$ cat src/rtl/control_unit_if.sv
// control_unit_if: instruction input and all datapath control outputs of
// control_unit, bundled for connection between sequencer and datapath.
interface control_unit_if;
  logic [31:0] IR;
  logic        e_PC;
  logic        incPC;
  logic        e_IR;
  logic        e_Y;
  logic        e_Z;
  logic        e_MDR;
  logic        e_MAR;
  logic        e_RA;
  logic        ram_read;
  logic        ram_write;
  logic        MDR_read;
  logic [3:0]  ALU_op;
  logic [4:0]  BusDataSelect;
  logic        Gra;
  logic        Grb;
  logic        Grc;
  logic        e_Rin;
  logic        e_Rout;
  logic        BAout;
  logic        imm_sel;
  logic        run;

  // Sequencer side: reads IR, drives every control line.
  modport master (
    input  IR,
    output e_PC, incPC, e_IR, e_Y, e_Z, e_MDR, e_MAR, e_RA,
    output ram_read, ram_write, MDR_read, ALU_op, BusDataSelect,
    output Gra, Grb, Grc, e_Rin, e_Rout, BAout, imm_sel, run
  );

  // Datapath side: supplies IR, consumes the control lines.
  modport slave (
    output IR,
    input  e_PC, incPC, e_IR, e_Y, e_Z, e_MDR, e_MAR, e_RA,
    input  ram_read, ram_write, MDR_read, ALU_op, BusDataSelect,
    input  Gra, Grb, Grc, e_Rin, e_Rout, BAout, imm_sel, run
  );
endinterface

$ cat src/rtl/control_unit.sv
// control_unit: hardwired sequencer for fetch and a Mini SRC subset.
// Optional macro CU_JUMP_EN enables jr/jal; without it those opcodes act as nop.
// RAM_WAIT (0..3) idle cycles follow each MAR load before the RAM strobe.
module control_unit #(
  parameter int unsigned RAM_WAIT = 1
) (
  input  logic           clock,
  input  logic           clear,
  control_unit_if.master bus
);

  typedef enum logic [4:0] {
    S_RST, S_F0, S_FW, S_F1, S_F1W, S_F2, S_T3,
    S_ALU4, S_ALU5, S_IMM4, S_IMM5, S_MEM5,
    S_LDW, S_LD6, S_LD6W, S_LD7,
    S_ST6, S_STW, S_ST7,
`ifdef CU_JUMP_EN
    S_JAL4,
`endif
    S_HALT
  } state_t;

  localparam logic [4:0] OP_LD   = 5'b00000;
  localparam logic [4:0] OP_LDI  = 5'b00001;
  localparam logic [4:0] OP_ST   = 5'b00010;
  localparam logic [4:0] OP_ADDI = 5'b01100;
  localparam logic [4:0] OP_HALT = 5'b11011;
`ifdef CU_JUMP_EN
  localparam logic [4:0] OP_JR   = 5'b10101;
  localparam logic [4:0] OP_JAL  = 5'b10110;
`endif

  localparam logic [4:0] SEL_PC  = 5'b10100;
  localparam logic [4:0] SEL_MDR = 5'b10101;
  localparam logic [4:0] SEL_Z   = 5'b10011;

  localparam bit         SKIP_WAIT = (RAM_WAIT == 0);
  // Counter loads RAM_WAIT-1 so the wait state lasts exactly RAM_WAIT cycles.
  localparam logic [1:0] WAIT_LOAD = SKIP_WAIT ? 2'd0 : 2'(RAM_WAIT - 1);

  state_t     state, next_state;
  logic [4:0] op_q;
  logic [1:0] wait_cnt;
  logic [4:0] opcode;
  logic       is_alu;
  logic       unused_ir;

  assign opcode    = bus.IR[31:27];
  assign is_alu    = (opcode >= 5'b00011) && (opcode <= 5'b01010);
  assign unused_ir = ^bus.IR[26:0];

  // State register; clear forces RST without waiting for a clock.
  always_ff @(posedge clock or negedge clear) begin
    if (!clear) state <= S_RST;
    else        state <= next_state;
  end

  // Opcode captured during T3 so later execute states ignore IR changes.
  always_ff @(posedge clock or negedge clear) begin
    if (!clear)              op_q <= '0;
    else if (state == S_T3)  op_q <= opcode;
  end

  // Wait counter: reload on entry to a wait state, count down while waiting.
  always_ff @(posedge clock or negedge clear) begin
    if (!clear) begin
      wait_cnt <= '0;
    end else if ((next_state != state) &&
                 ((next_state == S_FW) || (next_state == S_LDW) || (next_state == S_STW))) begin
      wait_cnt <= WAIT_LOAD;
    end else if (wait_cnt != 2'd0) begin
      wait_cnt <= wait_cnt - 2'd1;
    end
  end

  // Next-state decode.
  always_comb begin
    next_state = state;
    case (state)
      S_RST:  next_state = S_F0;
      S_F0:   next_state = SKIP_WAIT ? S_F1 : S_FW;
      S_FW:   next_state = (wait_cnt == 2'd0) ? S_F1 : S_FW;
      S_F1:   next_state = S_F1W;
      S_F1W:  next_state = S_F2;
      S_F2:   next_state = S_T3;
      S_T3: begin
        if (is_alu) begin
          next_state = S_ALU4;
        end else begin
          case (opcode)
            OP_LD, OP_LDI, OP_ST, OP_ADDI: next_state = S_IMM4;
`ifdef CU_JUMP_EN
            OP_JAL:                        next_state = S_JAL4;
`endif
            OP_HALT:                       next_state = S_HALT;
            default:                       next_state = S_F0;
          endcase
        end
      end
      S_ALU4: next_state = S_ALU5;
      S_ALU5: next_state = S_F0;
      S_IMM4: next_state = ((op_q == OP_LD) || (op_q == OP_ST)) ? S_MEM5 : S_IMM5;
      S_IMM5: next_state = S_F0;
      S_MEM5: begin
        if (op_q == OP_ST) next_state = S_ST6;
        else               next_state = SKIP_WAIT ? S_LD6 : S_LDW;
      end
      S_LDW:  next_state = (wait_cnt == 2'd0) ? S_LD6 : S_LDW;
      S_LD6:  next_state = S_LD6W;
      S_LD6W: next_state = S_LD7;
      S_LD7:  next_state = S_F0;
      S_ST6:  next_state = SKIP_WAIT ? S_ST7 : S_STW;
      S_STW:  next_state = (wait_cnt == 2'd0) ? S_ST7 : S_STW;
      S_ST7:  next_state = S_F0;
`ifdef CU_JUMP_EN
      S_JAL4: next_state = S_F0;
`endif
      S_HALT: next_state = S_HALT;
      default: next_state = S_RST;
    endcase
  end

  // Output decode; T3 also looks at the freshly loaded IR since IR only
  // becomes valid in that state.
  always_comb begin
    bus.e_PC          = 1'b0;
    bus.incPC         = 1'b0;
    bus.e_IR          = 1'b0;
    bus.e_Y           = 1'b0;
    bus.e_Z           = 1'b0;
    bus.e_MDR         = 1'b0;
    bus.e_MAR         = 1'b0;
    bus.e_RA          = 1'b0;
    bus.ram_read      = 1'b0;
    bus.ram_write     = 1'b0;
    bus.MDR_read      = 1'b0;
    bus.ALU_op        = 4'b0000;
    bus.BusDataSelect = 5'b00000;
    bus.Gra           = 1'b0;
    bus.Grb           = 1'b0;
    bus.Grc           = 1'b0;
    bus.e_Rin         = 1'b0;
    bus.e_Rout        = 1'b0;
    bus.BAout         = 1'b0;
    bus.imm_sel       = 1'b0;
    bus.run           = (state != S_RST) && (state != S_HALT);
    case (state)
      S_F0: begin
        bus.BusDataSelect = SEL_PC;
        bus.e_MAR         = 1'b1;
        bus.incPC         = 1'b1;
      end
      S_F1:  bus.ram_read = 1'b1;
      S_F1W: begin
        bus.MDR_read = 1'b1;
        bus.e_MDR    = 1'b1;
      end
      S_F2: begin
        bus.BusDataSelect = SEL_MDR;
        bus.e_IR          = 1'b1;
      end
      S_T3: begin
        if (is_alu) begin
          bus.Grb    = 1'b1;
          bus.e_Rout = 1'b1;
          bus.e_Y    = 1'b1;
        end else begin
          case (opcode)
            OP_LD, OP_LDI, OP_ST: begin
              bus.Grb   = 1'b1;
              bus.BAout = 1'b1;
              bus.e_Y   = 1'b1;
            end
            OP_ADDI: begin
              bus.Grb    = 1'b1;
              bus.e_Rout = 1'b1;
              bus.e_Y    = 1'b1;
            end
`ifdef CU_JUMP_EN
            OP_JR: begin
              bus.Gra    = 1'b1;
              bus.e_Rout = 1'b1;
              bus.e_PC   = 1'b1;
            end
            OP_JAL: begin
              bus.BusDataSelect = SEL_PC;
              bus.e_RA          = 1'b1;
            end
`endif
            default: ;
          endcase
        end
      end
      S_ALU4: begin
        bus.Grc    = 1'b1;
        bus.e_Rout = 1'b1;
        bus.ALU_op = op_q[3:0];
        bus.e_Z    = 1'b1;
      end
      S_ALU5, S_IMM5: begin
        bus.BusDataSelect = SEL_Z;
        bus.Gra           = 1'b1;
        bus.e_Rin         = 1'b1;
      end
      S_IMM4: begin
        bus.imm_sel = 1'b1;
        bus.ALU_op  = 4'b0011;
        bus.e_Z     = 1'b1;
      end
      S_MEM5: begin
        bus.BusDataSelect = SEL_Z;
        bus.e_MAR         = 1'b1;
      end
      S_LD6:  bus.ram_read = 1'b1;
      S_LD6W: begin
        bus.MDR_read = 1'b1;
        bus.e_MDR    = 1'b1;
      end
      S_LD7: begin
        bus.BusDataSelect = SEL_MDR;
        bus.Gra           = 1'b1;
        bus.e_Rin         = 1'b1;
      end
      S_ST6: begin
        bus.Gra    = 1'b1;
        bus.e_Rout = 1'b1;
        bus.e_MDR  = 1'b1;
      end
      S_ST7: bus.ram_write = 1'b1;
`ifdef CU_JUMP_EN
      S_JAL4: begin
        bus.Gra    = 1'b1;
        bus.e_Rout = 1'b1;
        bus.e_PC   = 1'b1;
      end
`endif
      default: ;
    endcase
  end

endmodule

$ cat src/flat_wrapper.sv
// flat-port wrapper written by rule: the top's interface ports become plain ports
module control_unit_flat 
#(
  parameter int unsigned RAM_WAIT = 1
)
  (clock, clear, bus_IR, bus_e_PC, bus_incPC, bus_e_IR, bus_e_Y, bus_e_Z, bus_e_MDR, bus_e_MAR, bus_e_RA, bus_ram_read, bus_ram_write, bus_MDR_read, bus_ALU_op, bus_BusDataSelect, bus_Gra, bus_Grb, bus_Grc, bus_e_Rin, bus_e_Rout, bus_BAout, bus_imm_sel, bus_run);
  control_unit_if bus_i ();
  input  logic clock;
  input  logic clear;
  input wire logic [$bits(bus_i.IR)-1:0] bus_IR;
  output wire logic [$bits(bus_i.e_PC)-1:0] bus_e_PC;
  output wire logic [$bits(bus_i.incPC)-1:0] bus_incPC;
  output wire logic [$bits(bus_i.e_IR)-1:0] bus_e_IR;
  output wire logic [$bits(bus_i.e_Y)-1:0] bus_e_Y;
  output wire logic [$bits(bus_i.e_Z)-1:0] bus_e_Z;
  output wire logic [$bits(bus_i.e_MDR)-1:0] bus_e_MDR;
  output wire logic [$bits(bus_i.e_MAR)-1:0] bus_e_MAR;
  output wire logic [$bits(bus_i.e_RA)-1:0] bus_e_RA;
  output wire logic [$bits(bus_i.ram_read)-1:0] bus_ram_read;
  output wire logic [$bits(bus_i.ram_write)-1:0] bus_ram_write;
  output wire logic [$bits(bus_i.MDR_read)-1:0] bus_MDR_read;
  output wire logic [$bits(bus_i.ALU_op)-1:0] bus_ALU_op;
  output wire logic [$bits(bus_i.BusDataSelect)-1:0] bus_BusDataSelect;
  output wire logic [$bits(bus_i.Gra)-1:0] bus_Gra;
  output wire logic [$bits(bus_i.Grb)-1:0] bus_Grb;
  output wire logic [$bits(bus_i.Grc)-1:0] bus_Grc;
  output wire logic [$bits(bus_i.e_Rin)-1:0] bus_e_Rin;
  output wire logic [$bits(bus_i.e_Rout)-1:0] bus_e_Rout;
  output wire logic [$bits(bus_i.BAout)-1:0] bus_BAout;
  output wire logic [$bits(bus_i.imm_sel)-1:0] bus_imm_sel;
  output wire logic [$bits(bus_i.run)-1:0] bus_run;
  assign bus_i.IR = bus_IR;
  assign bus_e_PC = bus_i.e_PC;
  assign bus_incPC = bus_i.incPC;
  assign bus_e_IR = bus_i.e_IR;
  assign bus_e_Y = bus_i.e_Y;
  assign bus_e_Z = bus_i.e_Z;
  assign bus_e_MDR = bus_i.e_MDR;
  assign bus_e_MAR = bus_i.e_MAR;
  assign bus_e_RA = bus_i.e_RA;
  assign bus_ram_read = bus_i.ram_read;
  assign bus_ram_write = bus_i.ram_write;
  assign bus_MDR_read = bus_i.MDR_read;
  assign bus_ALU_op = bus_i.ALU_op;
  assign bus_BusDataSelect = bus_i.BusDataSelect;
  assign bus_Gra = bus_i.Gra;
  assign bus_Grb = bus_i.Grb;
  assign bus_Grc = bus_i.Grc;
  assign bus_e_Rin = bus_i.e_Rin;
  assign bus_e_Rout = bus_i.e_Rout;
  assign bus_BAout = bus_i.BAout;
  assign bus_imm_sel = bus_i.imm_sel;
  assign bus_run = bus_i.run;
  control_unit #(.RAM_WAIT(RAM_WAIT)) u_core (.clock(clock), .clear(clear), .bus(bus_i));
endmodule
$ cat config.mk
export PLATFORM = sky130hd
export DESIGN_NAME = control_unit_flat
export DESIGN_NICKNAME = d
export VERILOG_FILES = /design/src/rtl/control_unit_if.sv /design/src/rtl/control_unit.sv /design/src/flat_wrapper.sv
export SDC_FILE = /design/constraint.sdc
export NUM_CORES = 1
export LEC_CHECK = 0
export CAP_MARGIN = 20
export CORE_ASPECT_RATIO = 1.75
export CORE_MARGIN = 2
export CORE_UTILIZATION = 40
export DETAILED_ROUTE_END_ITERATION = 8
export PLACE_DENSITY = 0.8
export SETUP_SLACK_MARGIN = 0.2
export SYNTH_ARGS = -nofsm -noshare
export SYNTH_HDL_FRONTEND = slang
export SYNTH_SLANG_ARGS = --single-unit
$ cat constraint.sdc
create_clock -name clock -period 2.15 [get_ports clock]
set_clock_uncertainty 0.15 [all_clocks]
set_input_delay 0.215 -clock clock [delete_from_list [all_inputs] [get_ports clock]]
set_output_delay 0.215 -clock clock [all_outputs]
set_load 0.01 [all_outputs]
After elaboration in Yosys (flattened, before gate mapping)
Cells that the tools add are included.
{ "word_totals": {"output_inout_bits": 28, "regBits": 12, "inputBits": 34} }
{ "op_classes": {"n_reduce_logical": 26, "magnitude_cmp": 2, "eq_ne": 29, "muxes": 33, "n_addsub": 1} }
{ "op_table": {"columns": ["operator", "count"], "rows": [
  ["5-bit one-hot mux with 16 select lines", 1],
  ["5-bit by 4-bit == test with 1-bit output (second input constant)", 10],
  ["5-bit == test (second input constant)", 6],
  ["5-bit by 2-bit == test with 1-bit output (second input constant)", 5],
  ["1-bit two-way mux", 23],
  ["5-bit by 3-bit == test with 1-bit output (second input constant)", 4],
  ["5-bit logical NOT", 3],
  ["5-bit one-hot mux with 3 select lines", 1],
  ["2-bit OR reduction", 6],
  ["3-bit OR reduction", 4],
  ["5-bit by 1-bit == test with 1-bit output (second input constant)", 2],
  ["5-bit two-way mux", 2],
  ["5-bit one-hot mux with 2 select lines", 1],
  ["4-bit one-hot mux with 2 select lines", 1],
  ["4-bit OR reduction", 2],
  ["2-bit two-way mux", 3],
  ["5-bit by 2-bit >= comparator with 1-bit output (second input constant)", 1],
  ["5-bit by 4-bit <= comparator with 1-bit output (second input constant)", 1],
  ["5-bit inequality test", 1],
  ["5-bit inequality test (second input constant)", 1],
  ["5-bit nonzero test", 1],
  ["5-bit OR reduction", 1],
  ["2-bit nonzero test", 2],
  ["1-bit logical AND", 3],
  ["other kinds (4)", 6]
]} }

Logic depth before layout (Yosys ltp)
{ "depth": {"ltp_word": 10, "depth_mapped": 8, "depth_no_buf": 8} }

Worst setup path after synthesis
No wires, ideal clock.
{ "synth_path": {"path_type": "flip-flop to output port", "from": "reg u_core.state[3]", "to": "out bus_e_Rout", "path_stages_with_launch": 6, "slack_ns": 0.112, "arrival_time_ns": 1.673, "required_ns": 1.785, "path_buffers": 0, "path_cell_list": "dfrtp_1 or3b_4 or3_1 a21oi_1 nand2_1 o21ai_0"} }
{ "synth_between": {"elab_chain_len": 3, "elab_cells_between_ends": 5, "classes_between": "eq/ne: 3; mux: 1; reduce/logical: 1"} }
{ "synth_rtl": {"columns": ["element", "line_no", "rtl"], "rows": [
  ["start: declaration", "control_unit.sv:41", "state_t state, next_state;"],
  ["start signal: assignment", "control_unit.sv:55", "else state <= next_state;"],
  ["5-bit by 3-bit == test with 1-bit output or 5-bit == test (tied branches)", "control_unit.sv:147", "case (state)"],
  ["2-bit OR reduction (no source line)", null, null],
  ["1-bit one-hot mux with 2 select lines (*)", "control_unit.sv:147", null],
  ["end: declaration", "flat_wrapper.sv:28", "output wire logic [$bits(bus_i.e_Rout)-1:0] bus_e_Rout;"]
]} }
Every way passes the cells marked *; elsewhere a longest branch is shown, timed or not.

Worst setup path in the final report
{ "layout_path": {"from": "reg u_core.state[4]", "to": "out bus_e_Rout"} }
The elaborated chain is that of the path after synthesis.

==> flow_summary_export.csv <==
group,metric,value,unit
cts,cts_inserted_buffers,3,
power_and_ir_drop,p_per_area,1210,mW/mm2
sta,drv_slew,0,
detailed_routing,first_pass_iters,4,
detailed_routing,viasPerCell,5.68,
yosys,yosysUniqueCellTypes,45,
yosys,seq_area_frac_synth,24.7,%
die,initial_core_util,42.0,%
die,core_area,0.00290,mm2
yosys,synth.avg_cell_area,7.28,um2
die,die_area,0.00351,mm2
detailed_routing,vias,1511,
sta,fmax,458,MHz
cts,clk_latency,0.23,ns
layout,nFillCells,217,
grt,grt_overflow_total,0,
power_and_ir_drop,power_leakage,0.968,nW
detailed_routing,wl_met3,166,um
yosys,synth-main-ff-cell,"dfrtp_1",
cts,h-tree-depth,1,
yosys,syn-cell-area,0.00122,mm2
sta,worstMarginPinSlew,0.530,ns
layout,layout.nets,274,
cts,clock_path_buffers,2,
detailed_routing,drc,0,
sta,min_period,2.19,ns
status,violations,"negative setup slack",
detailed_routing,wl_met2,2520,um
yosys,syn_inst,167,
cts,cts_tree,"built",
critical_path,worst_path_largest_cell_delay,0.41,ns
die,pin_count,62,
sta,worst_slack,-0.0356,ns
detailed_routing,ant_nets,0,
detailed_routing,top_layer,"met4",
place,dp_slack,-0.201,ns
cts,holdBufCountCts,0,
layout,layout-drive-gt1-share,50.0,%
sta,setup_viol,5,
sta,finalCritPeriodShare,102,%
grt,track_usage,23.6,%
yosys,async_reset_ff_share,100,%
yosys,yosysTopAreaCellShare,24.7,%
place,place_hpwl,2520,um
place,gp_congestion,0.858,
flow_run,cap_violations,0,
detailed_routing,drt-initial-drc-count,46,
critical_path,cp_cell_sequence,"or3b_4 -> or3_4 -> a21oi_4 -> nand2_1 -> o21ai_1 -> buf_2",
grt,grt_pass1_vias,1481,
yosys,synth-edff-count,0,
critical_path,end_kind,"primary output",
layout,final_util,72.3,%
yosys,synth-warning-count,0,
cts,cts_sinks,12,
critical_path,crit_fanout,2,
detailed_routing,wl_per_cell,16.0,um
yosys,synth.area.top_cells,"dfrtp_1, nor2_1, a21oi_1",
yosys,synth_seq_cells,12,
sta,hold_slack,0.182,ns
critical_path,cp_slowest_cell,"or3b_4",
layout,syn_to_final_growth,72.1,%
detailed_routing,routed_wl,4260,um
place,portBuffers,31,
cts,clockRootBuffer,"clkbuf_8",
critical_path,worstPathArrival,1.82,ns
worst_hold_path,hp-class,"in2async",
critical_path,critPathKind,"reg2out",
layout,layoutNonFillerInstCount,266,
detailed_routing,wl_met1,1490,um
grt,grt_pass1_wl,6400,um
grt,antenna_found_initial,0,
die,die_y,76.9,um
status,outcome,"finished with violations",
cts,cts.clk_slew.worst_paths,0.05,ns
sta,relSlewSlack,64.6,%
die,die_x,45.7,um
sta,rsz0062_at_grt,"yes",
die,num_rows,26,
power_and_ir_drop,ir_worst_vdd,0.762,mV
critical_path,startpoint_type,"flip-flop",
place,dp.cells,237,
critical_path,required,1.78,ns
sta,finalHoldViolCount,0,
layout,antennaDiodeCount,0,
yosys,yosys.area.top_type,"dfrtp_1",
grt,grt_max_degree,22,
layout,multiInputGateArea,0.00101,mm2
layout,seq_area,300,um2
power_and_ir_drop,power,2.54,mW
cells in the mapped netlist, types with 4 or more instances:
cell type and n:
nand2_1 13, buf_4 4, inv_1 6, a21oi_1 13
nor2_1 21, o21ai_0 9, clkbuf_1 10, mux2_2 5
nor2b_1 6, nand2b_1 10, dfrtp_1 12, nor3_1 4
cell families (layout without fill, tap and decap cells):
logic type	after synthesis	count (layout)	share of synthesized area, %
AOI/OAI and AO/OA	41	41	21.3
xor gates and xnor gates	4	4	2.88
adders and majority gates	2	2	1.85
buffers and inverters	22	91	8.74
DFF	12	12	24.7
muxes	7	7	6.28
other	1	3	0.308
and+or+nand+nor	78	78	34.0
sequential cells by signal (all words and copies together) (netlist names):
name	flops
u_core.state	5
u_core.wait_cnt	2
u_core.op_q	5
per-stage QoR:
step                TNS [ns]  instance area, um2
global placement      -0.566                1680
CTS                  -0.0553                1960
finish                -0.118                2090
global route          -0.633                2090
detailed placement    -0.701                1680
floorplan                  0                1230
worst max-delay path, delay by kind of cell, from the launching register on:
| family | cells | cell delay [ns] |
|---|---|---|
| DFF | 1 | 0.38 |
| and+or+nand+nor | 3 | 0.88 |
| buffers and inverters | 1 | 0.14 |
| AOI/OAI and AO/OA | 2 | 0.20 |
cell usage in the layout, fill, tap and decap left out, types with 3 or more instances in the layout:
cell type	instances
clkbuf_8	4
clkdlybuf4s50_1	6
clkbuf_2	5
mux2_2	3
nand2b_4	6
o21ai_2	3
xor2_1	3
buf_6	18
nor2_1	13
nand4_1	3
nor3_1	3
inv_1	6
a31oi_1	3
dfrtp_1	12
conb_1	3
o21ai_0	6
buf_2	9
a21oi_1	11
buf_4	39
nand2_1	12
nand2b_1	4
nor2_4	6
nor2b_1	4
timing repair:
action | 4_1_cts | 5_1_grt
pin swaps | 13 | 14
gates resized for setup | 104 | 50
setup buffers | 18 | 5
cloned | 2 | 0
endpoints found under the setup margin | 27 | 31
path summary, 6_finish.rpt:
path,start,end,slack [ns],cells after the start
worst max-delay path,u_core.state[4],bus_e_Rout,-0.04,6
worst min-delay path,clear,u_core.wait_cnt[1],0.18,1
worst max register to register,u_core.state[4],u_core.wait_cnt[1],-0.03,8
worst min register to register,u_core.op_q[4],u_core.op_q[4],0.37,1
max in group asynchronous,clear,u_core.state[3],1.32,1
min in group clock,u_core.op_q[4],u_core.op_q[4],0.37,1
layout make-up:
type                    count  share of cell area (%)
clock buffers               4                    2.63
well taps                  28                    1.67
repair buffers             81                    31.9
flip-flops and latches     12                    14.3
multi-input cells         135                    48.4
inverters                   6                    1.08
power by group:
group          total (mW)  internal (mW)  switching, mW
Combinational        1.92          0.953          0.970
Sequential          0.377          0.310         0.0669
Clock               0.237          0.161         0.0756
layer usage:
layer	up-vias	GRT usage [%]
met5	-	0
li1	721	-
met3	10	2.12
met4	0	9.41
met1	723	24.8
met2	57	44.1
Note: power is estimated with default switching activity, not from simulation.
